===== src/rtl/quant_pkg.sv =====
// Shared definitions for the quantizer -> histogram -> classifier pixel path.
package quant_pkg;

    localparam int CODE_W     = 6;
    localparam int NUM_BINS   = 1 << CODE_W;
    localparam int NUM_PIXELS = 4096;
    localparam int ADDR_W     = 12;
    localparam int CNT_W      = 13;

    typedef enum logic [2:0] {
        IDLE,
        CLEAR,
        ACCUM,
        DRAIN,
        DONE
    } state_t;

endpackage


===== src/rtl/quant_histogram_rx_hist_bank.sv =====
// Histogram storage: one counter per colour bin, a clear-write port, an
// increment port that completes its read-modify-write in a single cycle,
// and an asynchronous read port for the drain side.
module hist_bank
    import quant_pkg::*;
(
    input  logic              clk,
    input  logic              clr_we,
    input  logic [CODE_W-1:0] clr_addr,
    input  logic              inc,
    input  logic [CODE_W-1:0] inc_addr,
    input  logic [CODE_W-1:0] rd_addr,
    output logic [CNT_W-1:0]  rd_count
);

    logic [CNT_W-1:0] bin_mem [NUM_BINS];

    // Clear has priority; otherwise bump the addressed bin by one.
    always_ff @(posedge clk) begin
        if (clr_we) begin
            bin_mem[clr_addr] <= '0;
        end else if (inc) begin
            bin_mem[inc_addr] <= bin_mem[inc_addr] + CNT_W'(1);
        end
    end

    assign rd_count = bin_mem[rd_addr];

endmodule


===== src/rtl/quant_histogram_rx.sv =====
// Receives one quantized colour code per handshake for a full image, builds a
// colour histogram, then streams the bins out in index order.
module quant_histogram_rx
    import quant_pkg::*;
(
    input  logic              clk,
    input  logic              rst,
    input  logic              start,
    input  logic              in_valid,
    input  logic [CODE_W-1:0] in_code,
    input  logic [ADDR_W-1:0] in_addr,
    output logic              in_ready,
    output logic              bin_valid,
    input  logic              bin_ready,
    output logic [CODE_W-1:0] bin_idx,
    output logic [CNT_W-1:0]  bin_count,
    output logic              busy,
    output logic              done,
    output logic              err_seq
);

    state_t            state_reg, state_next;
    logic [CODE_W-1:0] clr_idx_reg;
    logic [ADDR_W-1:0] pix_cnt_reg;
    logic [CODE_W-1:0] bin_idx_reg;
    logic              err_seq_reg;

    logic start_acc;
    logic pix_xfer;
    logic bin_xfer;
    logic clr_last;
    logic pix_last;
    logic bin_last;

    // Start only counts when no image is in flight.
    assign start_acc = start && (state_reg == IDLE || state_reg == DONE);
    assign pix_xfer  = in_valid && (state_reg == ACCUM);
    assign bin_xfer  = bin_ready && (state_reg == DRAIN);
    assign clr_last  = (clr_idx_reg == CODE_W'(NUM_BINS - 1));
    assign pix_last  = (pix_cnt_reg == ADDR_W'(NUM_PIXELS - 1));
    assign bin_last  = (bin_idx_reg == CODE_W'(NUM_BINS - 1));

    // State register; reset aborts any image in progress.
    always_ff @(posedge clk or posedge rst) begin
        if (rst) begin
            state_reg <= IDLE;
        end else begin
            state_reg <= state_next;
        end
    end

    // Next-state: clear all bins, accumulate one image, drain all bins.
    always_comb begin
        state_next = state_reg;
        case (state_reg)
            IDLE:    if (start)              state_next = CLEAR;
            CLEAR:   if (clr_last)           state_next = ACCUM;
            ACCUM:   if (pix_xfer && pix_last) state_next = DRAIN;
            DRAIN:   if (bin_xfer && bin_last) state_next = DONE;
            DONE:    if (start)              state_next = CLEAR;
            default:                         state_next = IDLE;
        endcase
    end

    // Clear pointer, pixel counter, drain index and sticky sequence error.
    always_ff @(posedge clk or posedge rst) begin
        if (rst) begin
            clr_idx_reg <= '0;
            pix_cnt_reg <= '0;
            bin_idx_reg <= '0;
            err_seq_reg <= 1'b0;
        end else begin
            if (start_acc) begin
                clr_idx_reg <= '0;
                pix_cnt_reg <= '0;
                err_seq_reg <= 1'b0;
            end
            if (state_reg == CLEAR) begin
                clr_idx_reg <= clr_idx_reg + CODE_W'(1);
            end
            if (pix_xfer) begin
                // Wraps to zero on the last pixel, ready for the next image.
                pix_cnt_reg <= pix_cnt_reg + ADDR_W'(1);
                if (in_addr != pix_cnt_reg) begin
                    err_seq_reg <= 1'b1;
                end
            end
            if (bin_xfer) begin
                // Wraps to zero after the last bin.
                bin_idx_reg <= bin_idx_reg + CODE_W'(1);
            end
        end
    end

    hist_bank u_hist_bank (
        .clk      (clk),
        .clr_we   (state_reg == CLEAR),
        .clr_addr (clr_idx_reg),
        .inc      (pix_xfer),
        .inc_addr (in_code),
        .rd_addr  (bin_idx_reg),
        .rd_count (bin_count)
    );

    assign in_ready  = (state_reg == ACCUM);
    assign bin_valid = (state_reg == DRAIN);
    assign busy      = (state_reg == CLEAR) || (state_reg == ACCUM) || (state_reg == DRAIN);
    assign done      = (state_reg == DONE);
    assign bin_idx   = bin_idx_reg;
    assign err_seq   = err_seq_reg;

endmodule

===== config.mk =====
export PLATFORM = sky130hd
export DESIGN_NAME = quant_histogram_rx
export DESIGN_NICKNAME = d
export VERILOG_FILES = /design/src/rtl/quant_pkg.sv /design/src/rtl/quant_histogram_rx_hist_bank.sv /design/src/rtl/quant_histogram_rx.sv
export SDC_FILE = /design/constraint.sdc
export NUM_CORES = 1
export LEC_CHECK = 0
export ABC_CLOCK_PERIOD_IN_PS = 7200
export CAP_MARGIN = 15
export CORE_ASPECT_RATIO = 0.6
export CORE_MARGIN = 2
export CORE_UTILIZATION = 56
export DETAILED_ROUTE_END_ITERATION = 6
export PLACE_DENSITY = 0.79
export SETUP_SLACK_MARGIN = 0.15
export SKIP_LAST_GASP = 1
export SYNTH_ARGS = -nofsm -noshare
export SYNTH_HDL_FRONTEND = slang
export SYNTH_SLANG_ARGS = --single-unit

===== constraint.sdc =====
create_clock -name clk -period 7.2 [get_ports clk]
set_input_delay 1.44 -clock clk [delete_from_list [all_inputs] [get_ports clk]]
set_output_delay 1.44 -clock clk [all_outputs]
set_load 0.02 [all_outputs]

* Word level (Yosys, flattened, before mapping)
Memory sizes are Yosys's and may differ from the RTL's.
Index checks and enable logic that the tools add are counted.
** Word-level totals
- Input bits :: 23
- ROM bits :: 0
- Memories :: 1
- Register bits :: 28
- Memory bits (writable) :: 832
- Bits in latches :: 0
** Operators by class
- Equal/unequal tests :: 12
- Reductions and logical operators :: 14
- Multiplexer cells :: 20
- Multiply operators :: 0
- Magnitude comparators :: 0
- Shifts and indexed selects :: 0
- $add $sub $neg :: 4
- Bitwise logic cells :: 0
- Div/mod/pow operators :: 0
** Memories
- u_hist_bank.bin_mem :: depth 64, width 13, read ports 2, clocked after Yosys merged registers in 0, write ports 1, RTL line quant_histogram_rx_hist_bank.sv:16 : logic [CNT_W-1:0] bin_mem [NUM_BINS];
** Operators by type and width (number)
- $mux W12 :: 2
- $mux W6 :: 3
- $add A13 B1 Y13 const B :: 1
- $mux W13 :: 1
- $reduce_or A13 Y1 :: 1
- $add A12 B1 Y12 const B :: 1
- $add A6 B1 Y6 const B :: 2
- $eq A12 B12 Y1 const B :: 1
- $eq A6 B6 Y1 const B :: 2
- $mux W3 :: 4
- $ne A12 B12 Y1 :: 1
- $pmux W3 S4 :: 1
- $mux W1 :: 9
- $eq A3 B2 Y1 const B :: 2
- $ne A2 B1 Y1 const B :: 3
- $logic_and A1 B1 Y1 :: 5
- $reduce_and A4 Y1 :: 1
- $reduce_bool A2 Y1 :: 2
- $eq A3 B1 Y1 const B :: 1
- $eq A3 B3 Y1 const B :: 1
- $logic_not A3 Y1 :: 1
- $logic_or A1 B1 Y1 :: 3
- $ne A2 B2 Y1 const B :: 1
- $reduce_or A2 Y1 :: 1

* Logic depth before layout (Yosys ltp)
- Depth after elaboration :: 7
- Gate-level depth with buffers :: 15
- Depth with buffers taken out :: 9

* Hierarchy
A second synthesis with hierarchy kept.
** Unflattened totals
- Cell total of the unflattened synthesis :: 1961
- Area total of the unflattened synthesis :: 40834.2 µm²
** By module, submodules not included
- hist_bank :: sequential area each 24984.0 µm², cells each 1805, times used 1, area each 39316.5 µm²
- quant_histogram_rx :: sequential area each 700.7 µm², cells each 156, times used 1, area each 1517.7 µm²

* Least setup slack after synthesis
No wires, ideal clock.
- Kind :: input to register
- From :: input port in_code[0]
- To :: memory u_hist_bank.bin_mem[0][8] (data pin)
- Setup time :: 0.720 ns
- Stages on the path :: 9
- Data required time :: 6.480 ns
- Arrival time :: 5.993 ns
- Slack :: 0.487 ns
- Cells stage by stage :: buf_6 buf_6 buf_6 mux4_4 a22oi_1 a21oi_1 nor4_1 nand2_1 o31ai_1
** On the way
- Longest elaborated chain between the ends :: 3
** Ends and longest elaborated chain
- from (decl) :: RTL line quant_histogram_rx.sv:10 : input logic [CODE_W-1:0] in_code,
- $mem_v2 Z64 W13
- $add A13 B1 Y13 :: RTL line quant_histogram_rx_hist_bank.sv:23 : bin_mem[inc_addr] <= bin_mem[inc_addr] + CNT_W'(1);
- $mux W13 (no source line)
- to (decl) :: RTL line quant_histogram_rx_hist_bank.sv:16
No other way between the ends.

* Worst setup path after layout
- From :: register bin_idx_reg[2], in the netlist bin_idx[2]
- To :: output port bin_count[4]
** On the way
- Longest elaborated chain between the ends :: 1
** Ends and longest elaborated chain
- from (decl) :: RTL line quant_histogram_rx.sv:25 : logic [CODE_W-1:0] bin_idx_reg;
- from (signal assigned) :: RTL line quant_histogram_rx.sv:90 : bin_idx_reg <= bin_idx_reg + CODE_W'(1);
- $mem_v2 Z64 W13
- to (decl) :: RTL line quant_histogram_rx.sv:16 : output logic [CNT_W-1:0] bin_count,
No other way between the ends.

==> impl_results.md <==
- Status: completed
- Worst clock skew: 0.0223 ns
- DR vias: 27162
- Clk pwr share: 30.6%
- Port Buffer Count: 46
- Syn nets: 2438
- Maximum clock rate: 0.157 GHz
- Seq/Total Area, Yosys: 62.4%
- Final worst setup slack: 0.833 ns
- Synth area leaders: edfxtp_1 61%, mux4_2 16%, mux2i_1 4.9%, o221ai_1 2.0%, dfrtp_1 1.7%
- # Post-CTS Setup Buffers: 0
- Max VDD drop: 0.000342 V
- CTS buffer count: 76
- Synth Register Bits: 860
- RSZ-0062 raised after global routing: false
- Final hold violation count: 0
- Internal: 9490 µW
- Worst EP arrival: 4.93 ns
- Combinational share of power: 26.2%
- Startpoint types: flop
- GR peak layer: met1
- Wire per inst: 36.5 µm
- Main synth FF type: edfxtp_1
- Most numerous cell in the Yosys netlist: edfxtp_1
- Max FFs per register: 832
- Worst R2R Start: state_reg[2]$_DFFE_PP0P_
- Root cell of the clock tree: clkbuf_16
- Total gr overflow: 0
- Io pins: 47
- Register area: 0.0257 mm²
- Final setup viols: 0
- Critical setup path kind: flop to output pin
- First drt pass iteration count: 6
- Part of the power in registers: 43.2%
- Slew @ Worst Pin: 1.31 ns
- Cells after synthesis: 2411
- Post-synthesis async set-or-reset flop share: 3.26%
- Pin count of the biggest net entering global routing: 77
- Global-route wire length before repair: 184000 µm
- Synth unique cells: 70
- Vias in the first global route: 25860
- Period minus WS final: 6.37 ns
- H-tree level count: 3
- Antenna violations before repair: 5
- Worst hold start: err_seq$_DFF_PP0_
- Sw frac: 31.0%
- Site Rows: 76
- Critical-path top delay cell: dfrtp_2
- Antenna violation net count after detailed routing: 0
- Met2 usage: 45.8%
- Most used cell, CP: buf_4
- First-iteration detailed-routing DRC count: 5175
- Max incr delay on CP: 0.75 ns
- Fin. max-slew vios: 0
- CTS tree: yes
- Sink Count: 860
- Slew margin rel.: 12.6%
- # fillers: 4901
- Max_cap viols: 0
- Post-synth top area share: 60.7%
- Worst path required time: 5.76 ns
- Met1 Use GR: 47.6%
- Yosys warnings: 0
- ANT cells: 0
- Synthesized area: 0.0412 mm²
- Cts hold-fix bufs: 0
- Met3 Use GR: 16.3%
- Initial Util: 57.0%
- Setup TNS: 0 ns
- Die Height: 214 µm
- Worst Setup End Kind: output pin
- Chip width: 354 µm
- Multi-input logic area: 0.0146 mm²
- Layout cells sized above 1: 24.9%
- Final net count: 2515
- Drt total wl: 128000 µm
- Detailed placer's ending HPWL: 80400 µm
- Die area: 0.0758 mm²
- Routability Congestion: 0.990
- Clk_lat worst skew: 0.66 ns
- Clock transition at path regs: 0.07 ns
- Post-synth EDFFs: 832
- Bufs on Longest Clock Path: 3
- Crit share post-route: 88.4%
- Critical Path Fanout Max: 31
- Launch point of the worst path: bin_idx[2]$_DFFE_PP0P_
- CP Cell Sequence: nand2b_4 -> buf_4 -> o21ai_0 -> o22ai_1 -> a21oi_1 -> a211oi_1 -> a221oi_1 -> buf_4 -> clkdlybuf4s50_1
- # DRC: 0
- Pre-CTS setup slack: 1.19 ns
- Area grow syn2layout: 10.9%
- Synth area leader: edfxtp_1
- Worst Hold Class: flop to flop
- Power Density: 302 mW/mm²
- Leak: 0.0133 µW
- Syn Area/Cell: 17.1 µm²
- Cells resized by post-CTS repair: 0
- Synth top cells by count: 832 x edfxtp_1, 285 x mux4_2, 201 x mux2i_1, 159 x nand2_1, 96 x o221ai_1
- Switching Power: 4270 µW
- Via-per-instance ratio: 7.72
- All-layer global routing usage: 33.8%
- Core area: 0.0723 mm²
[kinds of logic (layout without fill, tap and decap cells)]
group,after synthesis,in the layout,synth area share (%)
buffers and inverters,189,322,2.62
flip-flops,860,860,62.4
multiplexers,563,563,23.5
adder cells (fa/ha/maj),4,4,0.122
AND/OR/NAND/NOR,360,360,3.98
AO/OA/AOI/OAI,413,413,6.92
XOR/XNOR,22,22,0.468
[layout by cell type (no fill, tap or decap), types with 7 or more instances in the layout]
| cell type | n |
|---|---|
| and2_1 | 7 |
| clkbuf_1 | 10 |
| o21ai_0 | 76 |
| clkbuf_16 | 82 |
| xnor2_1 | 17 |
| or3_1 | 7 |
| nor2b_1 | 10 |
| o221ai_1 | 96 |
| buf_12 | 13 |
| nand4_1 | 14 |
| mux4_2 | 285 |
| nor2_1 | 72 |
| nand2_1 | 158 |
| a22oi_1 | 33 |
| clkinv_2 | 9 |
| mux2i_1 | 200 |
| nor2_2 | 15 |
| nor3b_1 | 9 |
| nand3_1 | 23 |
| clkinv_1 | 17 |
| inv_1 | 7 |
| a221oi_1 | 26 |
| clkdlybuf4s50_1 | 41 |
| mux2_2 | 52 |
| mux4_1 | 21 |
| a21oi_1 | 73 |
| dfrtp_1 | 23 |
| buf_4 | 121 |
| edfxtp_1 | 832 |
| a211oi_1 | 28 |
| bufinv_16 | 7 |
| o22ai_1 | 37 |
[per-layer routing]
| layer | share of wire [%] | vias up | wire, µm |
|---|---|---|---|
| li1 | - | 10288 | - |
| met1 | 35 | 13617 | 44800 |
| met2 | 41 | 2767 | 52900 |
| met3 | 19 | 476 | 24700 |
| met4 | 4.5 | 14 | 5740 |
| met5 | 0.20 | - | 251 |
[worst max-delay path, delay by kind of cell (launching register included)]
family	cells	cell delay [ns]
AO/OA/AOI/OAI	5	1.72
buffers and inverters	3	1.25
AND/OR/NAND/NOR	1	0.51
flip-flops	1	0.75
[worst paths after layout]
path,end,slack [ns],cells after the start
worst max-delay path,bin_count[4],0.83,9
max in group asynchronous,bin_idx[1]$_DFFE_PP0P_,5.76,3
min in group asynchronous,pix_cnt_reg[6]$_DFFE_PP0P_,1.16,3
worst min-delay path,err_seq$_DFF_PP0_,0.50,2
worst min register to register,err_seq$_DFF_PP0_,0.50,2
worst max register to register,u_hist_bank.bin_mem[37][2]$_DFFE_PP_,3.01,6
[final cells by class]
type,instances,area share (%)
flip-flops and latches,860,56.3
multi-input cells,1362,31.9
clock buffers,94,4.64
repair buffers,179,3.55
well taps,975,2.67
clock inverters,40,0.855
inverters,9,0.0740
[power by group through the flow]
stage / sequential [µW] / clock (µW) / combinational [µW]
2_1_floorplan: 5890 / 0 / 2230
3_3_place_gp: 6020 / 0 / 3380
3_5_place_dp: 6040 / 0 / 3420
4_1_cts: 5940 / 4200 / 3450
5_1_grt: 5960 / 4400 / 3670
6_report: 5950 / 4220 / 3600
[through the flow]
stage | cells | utilization [%] | hold WS (ns) | total power (µW) | area, µm²
detailed placement | 3385 | 59.7 | 0.480 | 9460 | 43100
floorplan | 2411 | - | 0.483 | 8130 | 41200
finish | 3519 | 63.1 | 0.502 | 13800 | 45600
CTS | 3519 | 63.1 | 0.495 | 13600 | 45600
global route | 3519 | 63.1 | 0.531 | 14000 | 45600
global placement | 3385 | 59.7 | 0.469 | 9390 | 43100
Note: power is estimated with default switching activity, not from simulation.
